### src/rtl/bit_scan_emitter.sv
// Splits a word into the indices of its set bits, one index per beat.
// Optional BIT_SCAN_MSB_FIRST_EN emits indices highest-first.
module bit_scan_emitter #(
    parameter int WIDTH = 32,
    parameter int IDXW  = 5
) (
    input  logic             clock,
    input  logic             reset,
    input  logic             in_valid,
    output logic             in_ready,
    input  logic [WIDTH-1:0] in_data,
    output logic             out_valid,
    input  logic             out_ready,
    output logic [IDXW-1:0]  out_index,
    output logic             out_last,
    output logic             out_none
);

    typedef enum logic {
        IDLE,
        SCAN
    } state_t;

    state_t           state;
    logic [WIDTH-1:0] mask;
    logic             zero_flag;
    logic [IDXW-1:0]  pick;
    logic [WIDTH-1:0] pick_bit;
    logic             rest_zero;
    logic             scan;

    // Priority encoder; the final matching iteration wins.
    always_comb begin
        pick = '0;
`ifdef BIT_SCAN_MSB_FIRST_EN
        for (int i = 0; i < WIDTH; i++) begin
            if (mask[i]) pick = IDXW'(i);
        end
`else
        for (int i = WIDTH - 1; i >= 0; i--) begin
            if (mask[i]) pick = IDXW'(i);
        end
`endif
    end

    assign pick_bit  = {{(WIDTH-1){1'b0}}, 1'b1} << pick;
    assign rest_zero = (mask & ~pick_bit) == '0;
    assign scan      = (state == SCAN);

    assign out_index = (scan && !zero_flag) ? pick : '0;
    assign out_last  = scan && (zero_flag || rest_zero);
    assign out_none  = scan && zero_flag;

    always_ff @(posedge clock or negedge reset) begin
        if (!reset) begin
            state     <= IDLE;
            mask      <= '0;
            zero_flag <= 1'b0;
            in_ready  <= 1'b1;
            out_valid <= 1'b0;
        end else begin
            unique case (state)
                IDLE: begin
                    if (in_valid) begin
                        mask      <= in_data;
                        zero_flag <= (in_data == '0);
                        state     <= SCAN;
                        in_ready  <= 1'b0;
                        out_valid <= 1'b1;
                    end
                end
                SCAN: begin
                    if (out_ready) begin
                        mask <= mask & ~pick_bit;
                        if (out_last) begin
                            state     <= IDLE;
                            zero_flag <= 1'b0;
                            in_ready  <= 1'b1;
                            out_valid <= 1'b0;
                        end
                    end
                end
            endcase
        end
    end

endmodule

### config.mk
export PLATFORM = sky130hd
export DESIGN_NAME = bit_scan_emitter
export DESIGN_NICKNAME = d
export VERILOG_FILES = /design/src/rtl/bit_scan_emitter.sv
export SDC_FILE = /design/constraint.sdc
export NUM_CORES = 1
export LEC_CHECK = 0
export BUFFER_PORTS_ARGS = -buffer_cell sky130_fd_sc_hd__buf_2
export CORE_UTILIZATION = 55
export DETAILED_ROUTE_END_ITERATION = 12
export PLACE_DENSITY = 0.83
export SLEW_MARGIN = 20
export SYNTH_ARGS = -nofsm -noshare
export SYNTH_HDL_FRONTEND = slang
export SYNTH_SLANG_ARGS = --single-unit
### constraint.sdc
create_clock -name clock -period 3.57 [get_ports clock]
set_clock_uncertainty 0.1 [all_clocks]
set_input_delay 0.1785 -clock clock [delete_from_list [all_inputs] [get_ports clock]]
set_output_delay 0.1785 -clock clock [all_outputs]
set_load 0.005 [all_outputs]
Yosys cells after proc, flatten, opt, wreduce, memory -nomap -nowiden:

Index checks and enable logic that the tools add are counted.

* register bits after elaboration: 36
* input bits: 36
* output and inout port bits: 9
* logic and storage cells: 71

* eq/ne operators: 3
* shift operators: 1
* multiplexer cells: 50
* bitwise gates (word level): 3
* reductions and logical operators: 9

Operators with widths (count)
* 5-bit 2-to-1 mux: 33
* 32-bit zero test: 2
* 32-bit 2-to-1 mux: 2
* 32-bit case mux with 2 select lines: 1
* 32-bit AND: 1
* 32-bit NOT: 1
* 1-bit by 5-bit << shifter with 32-bit output, first input constant: 1
* 1-bit 2-to-1 mux: 10
* 1-bit case mux with 2 select lines: 4
* 2-bit inequality test, second input constant: 3
* 1-bit logical AND: 3
* 3-bit AND reduction: 1
* 2-bit AND reduction: 1
* 1-bit zero test: 1
* 1-bit logical OR: 1
* 1-bit NOT: 1

Longest topological paths before layout:

Gate-level depths: netlist of run 1.

* depth after elaboration: 41
* depth in mapped cells: 11

Worst setup path before layout of run 1:

OpenSTA, ideal clock, no wires.

* kind: flip-flop to flip-flop
* start: register mask[24]
* end: register out_valid
* library setup time: 126 ps
* arrival time: 3041 ps
* path slack: 303 ps
* stages on the path, launching flop included: 11
* path buffers: 1
* clock period less this slack: 3267 ps
* cells stage by stage: dfrtp_1 > or4_1 > o2111ai_1 > a31oi_1 > nand2b_4 > buf_6 > or4_1 > a22oi_1 > nand4_1 > or3_4 > a311o_1

* word-level cells in the longest chain between the ends: 33

Ends and longest elaborated chain
* from (decl): line 25 `logic [WIDTH-1:0] mask;`
* from (signal assigned): line 65 `mask <= in_data;`
* from (signal assigned): line 74 `mask <= mask & ~pick_bit;`
* 5-bit 2-to-1 mux (25 in series): line 41 `if (mask[i]) pick = IDXW'(i);`
* 1-bit by 5-bit << shifter with 32-bit output: line 46 `assign pick_bit = {{(WIDTH-1){1'b0}}, 1'b1} << pick;`
* 32-bit NOT: line 47 `assign rest_zero = (mask & ~pick_bit) == '0;`
* 32-bit AND *: line 47
* 32-bit zero test *: line 47
* 1-bit logical OR *: line 51 `assign out_last = scan && (zero_flag || rest_zero);`
* 1-bit logical AND *: line 51
* 2-bit inequality test (no source line) *
* 3-bit AND reduction (no source line) *
* to (signal assigned): line 60 `out_valid <= 1'b0;`
* to (signal assigned): line 69 `out_valid <= 1'b1;`
* to (signal assigned): line 79 `out_valid <= 1'b0;`
* to (decl): line 12 `output logic out_valid,`

Every way passes the cells marked *; elsewhere a longest branch is shown, timed or not.
A chain may end at the register's enable or synchronous reset.

Worst setup path in the final report of run 1:

* start: register mask[30]
* end: output port out_last

* word-level cells in the longest chain between the ends: 37

Ends and longest elaborated chain
* 5-bit 2-to-1 mux (31 in series): line 41
* 1-bit by 5-bit << shifter with 32-bit output: line 46
* 32-bit NOT: line 47
* 32-bit AND *: line 47
* 32-bit zero test *: line 47
* 1-bit logical OR *: line 51
* 1-bit logical AND *: line 51
* to (decl): line 15 `output logic out_last,`

Marks and branches as above.

==> out/qor.txt, run 1 <==
post-detailed-route count of antenna-violating nets: 0
ys flop type: dfrtp_1
Crit Path Class: flop to primary output
vias in the first global route: 3315
Root Driver: clkbuf_8
maximum achievable frequency: 0.2699 GHz
Final Util: 0.7817
measured slew at the worst slew-check pin: 828.0 ps
die area: 5621 um2
H-tree Lvls: 2
clock sink total: 36
Clock Latency Late Sink: 300 ps
vias per cell: 6.975
chip width: 74.98 um
most common cell after layout, fill and taps aside: buf_4
Syn Area/Cell: 8.345 um2
CTS tree: done
hold path cells: 3
most frequent cells in the layout: buf_4, buf_2, o21ai_0
initial antenna violation count: 0
Final HPWL DP: 8242 um
Pins Over Slew Limit: 0
largest net degree at the start of global routing: 49
TritonCTS Buffers: 5
multiplexer area fraction after synthesis: 0.1094
Post-synth EDFFs: 0
compound-gate portion of the synthesized area: 0.3033
crit end category: primary output
wire per inst: 22.49 um
filler instances: 381
Starting Density: 0.5735
site row count: 26
R2R depth: 11
final worst slack: -135.1 ps
core area: 5107 um2
crit start category: flop
Post-Syn Nets: 387
via count: 3599
clk buf depth: 2
DRT iter0 DRCs: 442
Fin. Hold Viols: 0
Seq cells post-synth: 36
Congestion Overflow GR: 0
layout cells sized above 1: 0.3901
fin cells: 516
Rel. slew slack: 0.4480
total global-route track usage: 0.4246
antenna diode count: 0
worst min path class: input pin to flop
RSZ-0062 raised after global routing: yes
Layout Nets: 481
WP data required: 3290 ps
Cell variety after synth: 62
area grow syn2layout: 36.31%
Final setup viols: 1
max cap viols: 0
die height: 74.98 um
Cells after DPL: 496
Initial DRT Pass Iterations: 6
I/O Buffers: 44
Mapped Area: 2929 um2
largest family of logic cells by synthesized area: compound AO/OA/AOI/OAI gates
Final GP Congestion: 1.021
XOR/XNOR Fraction of Synth Area: 0
Routed Wire Length: 11600 um
worst path arrival time: 3430 ps
violated checks: setup timing
first-pass GRT wire length: 17190 um
Post-Synth Adder-Cell Area: 0
synthesis warning total: 0
Tcrit/Tclk final: 1.038
Top Ports: 45
status: complete, but fails checks
Gate Count Post-Synth: 351
Reg clk slew, reported paths: 90 ps
Synth async-reset ratio: 1.000
drt drc: 0
Synth Area in Simple Gates: 0.2243
register area share after synthesis: 0.3080
final worst path period need: 3705 ps
Crit Path Max Fanout: 5
## worst paths after layout
check	start	end	slack [ps]
max in group asynchronous	reset	scan$_DFF_PN0_	2380
max reg2reg	mask[30]$_DFFE_PN0P_	out_valid$_DFFE_PN0P_	10
min	in_data[19]	mask[19]$_DFFE_PN0P_	80
max	mask[30]$_DFFE_PN0P_	out_last	-140
min reg2reg	in_ready$_DFFE_PN1P_	in_ready$_DFFE_PN1P_	450
min in group asynchronous	reset	mask[4]$_DFFE_PN0P_	400
## worst max-delay path, stage by stage (launching register included)
cell and delay [ps]:
dfrtp_2 450, nand2b_1 150, a221o_1 310, a2111o_1 470
nand2_2 160, o2111ai_1 180, a2111oi_4 420, buf_4 160
nand4_1 110, or3_4 450, a21boi_4 140, buf_2 130
## state kept, by name, indices dropped and copies added (netlist names)
name and count:
zero_flag 1, mask 32, out_valid 1, scan 1, in_ready 1
## stage by stage
step | setup slack (ps) | hold slack, ps | TNS, ps | area [um2]
after global placement | -206.8 | 198.2 | -452.4 | 3561
final | -135.1 | 84.26 | -135.1 | 3993
after floorplan | 302.9 | -217.1 | 0 | 2929
after detailed placement | -216.6 | 208.9 | -449.4 | 3561
after CTS | -31.55 | 86.30 | -31.55 | 3870
after global routing | -225.0 | 98.02 | -274.1 | 3993
## per-layer routing
metal / wire, um / up-vias / global-route usage
li1: - / 1580 / -
met1: 4304 / 1701 / 0.5046
met2: 5589 / 249 / 0.7097
met3: 1249 / 69 / 0.1352
met4: 460 / 0 / 0.1761
met5: 0 / - / 0
## cell families (layout without fill, tap and decap cells)
group | Yosys count | in the layout
buf+inv | 39 | 134
flops | 36 | 36
compound gates | 127 | 127
simple gates | 117 | 117
mux | 32 | 32
## final cells by class
class | count | area, um2 | share of cell area
well taps | 70 | 87.58 | 0.02194
repair buffers | 115 | 767.0 | 0.1921
clock inverters | 3 | 18.77 | 0.004701
multi-input cells | 276 | 2098 | 0.5255
flip-flops and latches | 36 | 910.9 | 0.2281
clock buffers | 5 | 68.82 | 0.01724
inverters | 11 | 41.29 | 0.01034
## cell usage after synthesis, drive strengths merged (2+ instances only)
master / instances / area share
o21ai: 36 / 0.062
dfrtp: 35 / 0.30
mux2i: 32 / 0.11
o211ai: 28 / 0.072
nor2: 27 / 0.035
clkbuf: 20 / 0.026
nor4: 17 / 0.044
nand2: 14 / 0.018
a21oi: 11 / 0.020
inv: 11 / 0.014
or4: 9 / 0.023
buf: 8 / 0.015
nand3: 8 / 0.014
nor3: 8 / 0.014
a211oi: 7 / 0.020
nand4: 7 / 0.015
o2111ai: 7 / 0.021
or2: 7 / 0.015
or3: 7 / 0.017
o311ai: 6 / 0.018
nand2b: 5 / 0.013
a31oi: 3 / 0.0064
nor2b: 3 / 0.0064
o41ai: 3 / 0.0090
a2111oi: 2 / 0.0060
a21boi: 2 / 0.0051
a22oi: 2 / 0.0051
a41oi: 2 / 0.0060
and2: 2 / 0.0043
o221ai: 2 / 0.0060
o31ai: 2 / 0.0051
## what timing repair did
action,CTS,global route
resized for setup,34,21
hold buffers,1,0
setup endpoints to repair,3,2
buffers inserted,6,5
pin swaps,12,11
hold endpoints to repair,35,0
Power of run 1 is left out: the tool's default activity adds up to more than one toggle a clock period on the data nets, which glitch-free logic cannot reach.
==> run 2: changes to the inputs <==
--- a/config.mk
+++ b/config.mk
@@ -5,6 +5,7 @@
 export SDC_FILE = /design/constraint.sdc
 export NUM_CORES = 1
 export LEC_CHECK = 0
+export ABC_AREA = 1
 export BUFFER_PORTS_ARGS = -buffer_cell sky130_fd_sc_hd__buf_2
 export CORE_UTILIZATION = 55
 export DETAILED_ROUTE_END_ITERATION = 12
==> run 2 against run 1 <==
  * The run still ends with setup timing left
  * Die area fell by 11%
  * Highest routed layer unchanged
  * Critical endpoint unchanged
  * Cell count grew 0.58%
  * Final area decreased by 19%
  * Synthesized cell count increased by 15%
  * Wire length down 29%
==> out/qor.txt, run 2 <==
Layout Nets: 502 (was 481)
Clk network pwr share: 0.086
max FFs per register: 32 (unchanged)
final worst path period need: 3898 ps (was 3705 ps)
worst path arrival time: 3620 ps (was 3430 ps)
clock sink total: 36 (unchanged)
top cells by count, synth: nand2_1, o21ai_0, inv_1 (was dfrtp_1, o21ai_0, mux2i_1)
TritonCTS Buffers: 5 (unchanged)
Cell variety after synth: 29 (was 62)
initial antenna violation count: 0 (unchanged)
Final HPWL DP: 5718 um (was 8242 um)
leakage: 0.001623 uW
status: complete, but fails checks (unchanged)
Cell Int Power: 1740 uW
leading post-synthesis cells by cell area: dfrtp_1, nand2_1, o21ai_0, inv_1, nor2_1 (was dfrtp_1, mux2i_1, o211ai_1, o21ai_0, nor2_1)
NetSw: 2125 uW
Post-Syn Nets: 438 (was 387)
Initial DRT Pass Iterations: 7 (was 6)
I/O Buffers: 44 (unchanged)
Post-synth EDFFs: 0 (unchanged)
Final Util: 0.7317 (was 0.7817)
Crit Path Max Fanout: 7 (was 5)
post-route cell area: 3252 um2 (was 3993 um2)
vias per cell: 5.946 (was 6.975)
wire per inst: 15.94 um (was 22.49 um)
most common cell after layout, fill and taps aside: nand2_1 (was buf_4)
worst min path class: input pin to flop (unchanged)
combinational group share of total power: 0.742
Clock Latency Late Sink: 300 ps (about the same)
site row count: 24 (was 26)
chip width: 70.89 um (was 74.98 um)
Syn Area/Cell: 6.493 um2 (was 8.345 um2)
Tcrit/Tclk final: 1.092 (was 1.038)
register area share after synthesis: 0.3456 (was 0.3080)
crit end category: primary output (unchanged)
max cap viols: 0 (unchanged)
WP data required: 3290 ps (about the same)
Placed Area: 2894 um2 (was 3561 um2)
crit start category: flop (unchanged)
die height: 70.89 um (was 74.98 um)
largest net degree at the start of global routing: 54 (was 49)
maximum vdd drop: 574.0 uV
Largest Register: mask (unchanged)
Mapped Area: 2610 um2 (was 2929 um2)
Starting Density: 0.5873 (was 0.5735)
clk buf depth: 2 (unchanged)
DRT iter0 DRCs: 491 (was 442)
Root Driver: clkbuf_8 (unchanged)
Top Ports: 45 (unchanged)
Rel. slew slack: 0.4514 (was 0.4480)
Fin. Hold Viols: 0 (unchanged)
Reg power frac: 0.172
RSZ-0062 raised after global routing: yes (unchanged)
most frequent cells in the layout: nand2_1, o21ai_0, buf_2 (was buf_4, buf_2, o21ai_0)
die area: 5025 um2 (was 5621 um2)
CTS tree: done (unchanged)
core area: 4444 um2 (was 5107 um2)
post-synth top area share: 0.3356 (was 0.2990)
Routed Wire Length: 8275 um (was 11600 um)
vias in the first global route: 2888 (was 3315)
top-count cell post-synth: nand2_1
area grow syn2layout: 24.59% (was 36.31%)
antenna diode count: 0 (unchanged)
synthesis warning total: 0 (unchanged)
Pins Over Slew Limit: 0 (unchanged)
layout cells sized above 1: 0.2505 (was 0.3901)
via count: 3086 (was 3599)
Reg clk slew, reported paths: 70 ps (was 90 ps)
final worst slack: -328.1 ps (was -135.1 ps)
Gate Count Post-Synth: 402 (was 351)
Final setup viols: 5 (was 1)
Crit Path Class: flop to primary output (unchanged)
leading area contributor after synthesis: dfrtp_1 (unchanged)
maximum achievable frequency: 0.2565 GHz (was 0.2699 GHz)
drt drc: 0 (unchanged)
ys flop type: dfrtp_1 (unchanged)
Congestion Overflow GR: 0 (unchanged)
measured slew at the worst slew-check pin: 822.9 ps (was 828.0 ps)
first-pass GRT wire length: 13630 um (was 17190 um)
violated checks: setup timing (unchanged)
post-detailed-route count of antenna-violating nets: 0 (unchanged)
H-tree Lvls: 2 (unchanged)
filler instances: 377 (was 381)
Synth async-reset ratio: 1.000 (unchanged)
switching fraction of total power: 0.5498
Seq cells post-synth: 36 (unchanged)
total chip power: 3866 uW
Final GP Congestion: 0.9944 (was 1.021)
total global-route track usage: 0.3485 (was 0.4246)
Power Density: 1189 nW/um2
[run 2: cell families (layout without fill, tap and decap cells)]
group | after synthesis | count (layout) | synth area share
compound gates | 110 | 110 | 0.2315
simple gates | 190 | 190 | 0.3274
flops | 36 | 36 | 0.3456
buf+inv | 66 | 131 | 0.09539
[run 2: power by group through the flow]
stage	Combinational (uW)	Clock (uW)	Sequential, uW
5_1_grt	3150	348	678
6_report	2870	332	665
4_1_cts	2580	331	655
3_5_place_dp	2390	0	663
3_3_place_gp	2370	0	659
2_1_floorplan	1730	0	633
[run 2: worst paths after layout]
kind	start	to	slack, ps	cells past startpoint
worst min-delay path	out_ready	in_ready$_DFFE_PN1P_	8	3
worst max register to register	mask[30]$_DFFE_PN0P_	out_valid$_DFFE_PN0P_	-120	29
worst min register to register	in_ready$_DFFE_PN1P_	in_ready$_DFFE_PN1P_	380	2
worst max-delay path	mask[30]$_DFFE_PN0P_	out_last	-330	26
max in group asynchronous	reset	mask[29]$_DFFE_PN0P_	2430	2
min in group asynchronous	reset	mask[1]$_DFFE_PN0P_	410	2
[run 2: stage by stage]
stage / hold WS [ps] / cells / setup WS [ps] / TNS [ps]
floorplan: -217.1 / 402 / 623.2 / 0
global placement: 215.3 / 490 / 55.32 / 0
detailed placement: 222.9 / 490 / 0.4896 / 0
CTS: 9.507 / 514 / -226.1 / -360.4
global route: 13.55 / 519 / -678.8 / -2598
finish: 8.448 / 519 / -328.1 / -689.2
[run 2: timing repair]
action,4_1_cts,5_1_grt
setup buffers,15,12
endpoints found under the setup margin,1,7
resized for setup,7,24
hold endpoints to repair,35,0
pin swaps,8,19
hold buffers,1,0
gates cloned,0,0
[run 2: final cells by class]
cell class | instances | area [um2] | share of cell area
repair buffers | 73 | 447.9 | 0.1377
multi-input cells | 300 | 1549 | 0.4763
well taps | 52 | 65.06 | 0.02001
flip-flops and latches | 36 | 902.1 | 0.2774
inverters | 50 | 187.7 | 0.05771
clock buffers | 8 | 100.1 | 0.03078
[run 2: critical path, cell delays in order (launching register included)]
cell and delay, ps:
dfrtp_1 390, buf_4 140, nor2_1 90, inv_1 60
a311oi_1 310, o31ai_1 100, o21ai_0 180, nand2_1 70
nand2_1 80, nand2_1 50, nand2_1 50, nand2_1 40
nand2_1 70, nand2_1 50, nand2_1 60, a31oi_2 170
inv_2 200, nand3_4 110, nor2_4 170, buf_4 140
a31oi_1 120, nor2_1 130, nand2_1 70, nor2_2 110
nand2_2 90, a21oi_4 120, buf_2 120
[run 2: per-layer routing]
layer	wire length, um	vias to the layer above	GRT usage
li1	-	1482	-
met1	3498	1398	0.4858
met2	3806	178	0.5481
met3	715	28	0.04986
met4	255	0	0.1422
met5	0	-	0
Power figures use the tool's default switching activity.
==> run 3: changes to the inputs <==
--- a/config.mk
+++ b/config.mk
@@ -9,7 +9,7 @@
 export BUFFER_PORTS_ARGS = -buffer_cell sky130_fd_sc_hd__buf_2
 export CORE_UTILIZATION = 55
 export DETAILED_ROUTE_END_ITERATION = 12
-export PLACE_DENSITY = 0.83
+export PLACE_DENSITY = 0.78
 export SLEW_MARGIN = 20
 export SYNTH_ARGS = -nofsm -noshare
 export SYNTH_HDL_FRONTEND = slang
==> run 3 against run 2 <==
  * The run ends with DRC, setup timing left
  * Sequential cell count is the same
  * Die area is the same
  * Sequential power is essentially flat
  * Clock-buffer cell count shrank 1
  * Clock power shrank 14%
  * Hold slack gained 15 ps
  * First-iteration DRC count shrank 9.8%
  * Combinational power is essentially flat
  * Global-route usage shrank 1.9 points
  * Register-to-register slack lost 200 ps
==> out/qor.txt, run 3 (same netlist as run 2, synthesis figures left out) <==
clk buf depth: 2 (unchanged)
Final GP Congestion: 0.9668 (was 0.9944)
clock sink total: 36 (unchanged)
WP data required: 3290 ps (about the same)
via count: 3067 (was 3086)
drt drc: 2 (was 0)
worst path arrival time: 3660 ps (was 3620 ps)
violated checks: DRC, setup timing (was setup timing)
area grow syn2layout: 22.20% (was 24.59%)
Final setup viols: 5 (unchanged)
layout cells sized above 1: 0.2364 (was 0.2505)
antenna diode count: 0 (unchanged)
most frequent cells in the layout: nand2_1, o21ai_0, inv_1, buf_2, nor2_1 (was nand2_1, o21ai_0, buf_2)
status: complete, but fails checks (unchanged)
leakage: 0.001584 uW (was 0.001623 uW)
Layout Nets: 496 (was 502)
TritonCTS Buffers: 5 (unchanged)
Congestion Overflow GR: 0 (unchanged)
slowest CP cell: dfrtp_1 (unchanged)
most common cell after layout, fill and taps aside: nand2_1 (unchanged)
worst min path class: input pin to flop (unchanged)
total global-route track usage: 0.3296 (was 0.3485)
Final Util: 0.7176 (was 0.7317)
Crit Path Max Fanout: 6 (was 7)
core area: 4444 um2 (unchanged)
I/O Buffers: 44 (unchanged)
RSZ-0062 raised after global routing: yes (unchanged)
Routed Wire Length: 8157 um (was 8275 um)
die area: 5025 um2 (unchanged)
Rel. slew slack: 0.4345 (was 0.4514)
max incr delay on CP: 400 ps (was 390 ps)
Top Ports: 45 (unchanged)
wire per inst: 15.90 um (was 15.94 um)
crit end category: primary output (unchanged)
Starting Density: 0.5873 (unchanged)
DRT iter0 DRCs: 443 (was 491)
fin cells: 513 (was 519)
Crit Path Class: flop to primary output (unchanged)
Power Density: 1191 nW/um2 (was 1189 nW/um2)
chip width: 70.89 um (unchanged)
Initial DRT Pass Iterations: 9 (was 7)
maximum vdd drop: 635.9 uV (was 574.0 uV)
CP bufs+invs: 4 (was 5)
final worst slack: -370.4 ps (was -328.1 ps)
Pins Over Slew Limit: 0 (unchanged)
Reg clk slew, reported paths: 70 ps (about the same)
met3 usage: 0.04986 (unchanged)
Fin. Hold Viols: 0 (unchanged)
filler instances: 386 (was 377)
Tcrit/Tclk final: 1.104 (was 1.092)
max cap viols: 0 (unchanged)
Fin Hold WS: 23.81 ps (was 8.448 ps)
crit start category: flop (unchanged)
GR Util met2: 0.5118 (was 0.5481)
global routing usage on met1: 0.4872 (was 0.4858)
Largest Register: mask (unchanged)
final worst path period need: 3940 ps (was 3898 ps)
initial antenna violation count: 0 (unchanged)
multi-input logic area: 1554 um2 (was 1549 um2)
H-tree Lvls: 2 (unchanged)
post-detailed-route count of antenna-violating nets: 0 (unchanged)
total negative slack: -1429 ps (was -689.2 ps)
Root Driver: clkbuf_8 (unchanged)
measured slew at the worst slew-check pin: 848.3 ps (was 822.9 ps)
CTS tree: done (unchanged)
Cells after DPL: 493 (was 490)
register area: 902.1 um2 (unchanged)
vias per cell: 5.979 (was 5.946)
vias in the first global route: 2706 (was 2888)
maximum achievable frequency: 0.2538 GHz (was 0.2565 GHz)
first-pass GRT wire length: 12820 um (was 13630 um)
largest net degree at the start of global routing: 52 (was 54)
site row count: 24 (unchanged)
Crit path max-delay family: simple AND/OR/NAND/NOR gates (unchanged)
Clock Latency Late Sink: 290 ps (was 300 ps)
die height: 70.89 um (unchanged)
max FFs per register: 32 (unchanged)
Top cell by count, worst path: nand2_1 (unchanged)
GRT busiest layer: met2 (unchanged)
Final HPWL DP: 5828 um (was 5718 um)
[run 3: changes by cell type in the layout (fill, tap and decap cells not counted), sizes merged]
cell,change
buf,-6
clkbuf,-1
clkinv,+1
[run 3: stage by stage]
stage | total power, uW | setup WS (ps) | cell area, um2
after detailed placement | 3148 | 55.52 | 2917
after floorplan | 2367 | 623.2 | 2610
final | 3797 | -370.4 | 3189
after global placement | 3131 | 23.71 | 2917
after global routing | 4123 | -706.3 | 3189
after CTS | 3577 | -256.7 | 3088
[run 3: path summary, 6_finish.rpt]
kind,slack [ps],depth (start not counted),from,end
max,-370,27,mask[30]$_DFFE_PN0P_,out_last
min,20,3,out_ready,in_ready$_DFFE_PN1P_
max reg2reg,-320,31,mask[30]$_DFFE_PN0P_,out_valid$_DFFE_PN0P_
min reg2reg,370,2,in_ready$_DFFE_PN1P_,in_ready$_DFFE_PN1P_
max in group asynchronous,2390,2,reset,mask[18]$_DFFE_PN0P_
min in group asynchronous,430,2,reset,mask[3]$_DFFE_PN0P_
[run 3: final cells by class]
type                       instances  share of cell area
clock buffer                       7             0.02393
clock inverter                     1            0.001569
inverter                          50             0.05885
multi-input combinational        300              0.4872
sequential                        36              0.2829
tap                               52             0.02040
timing repair buffer              67              0.1251
[run 3: what timing repair did]
action	CTS	global route
gates resized for setup	8	18
hold buffers	1	0
pin swaps	11	14
endpoints found under the setup margin	1	5
hold endpoints to repair	35	0
buffers inserted	6	5
[run 3: worst reg2reg max path, delay by kind of cell, from the launching register on]
kind                   cells  cell delay, ps
AND/OR/NAND/NOR           22            1910
buffers and inverters      5             690
AO/OA/AOI/OAI              4             690
flip-flops                 1             400
[run 3: power breakdown]
group	internal, uW	switching (uW)
registers	550	115
clock network	137	147
logic	980	1870
[run 3: per-layer routing]
metal | part of all wire | routed length (um)
met1 | 0.44 | 3571
met2 | 0.47 | 3818
met3 | 0.084 | 684
met4 | 0.010 | 83
met5 | 0 | 0
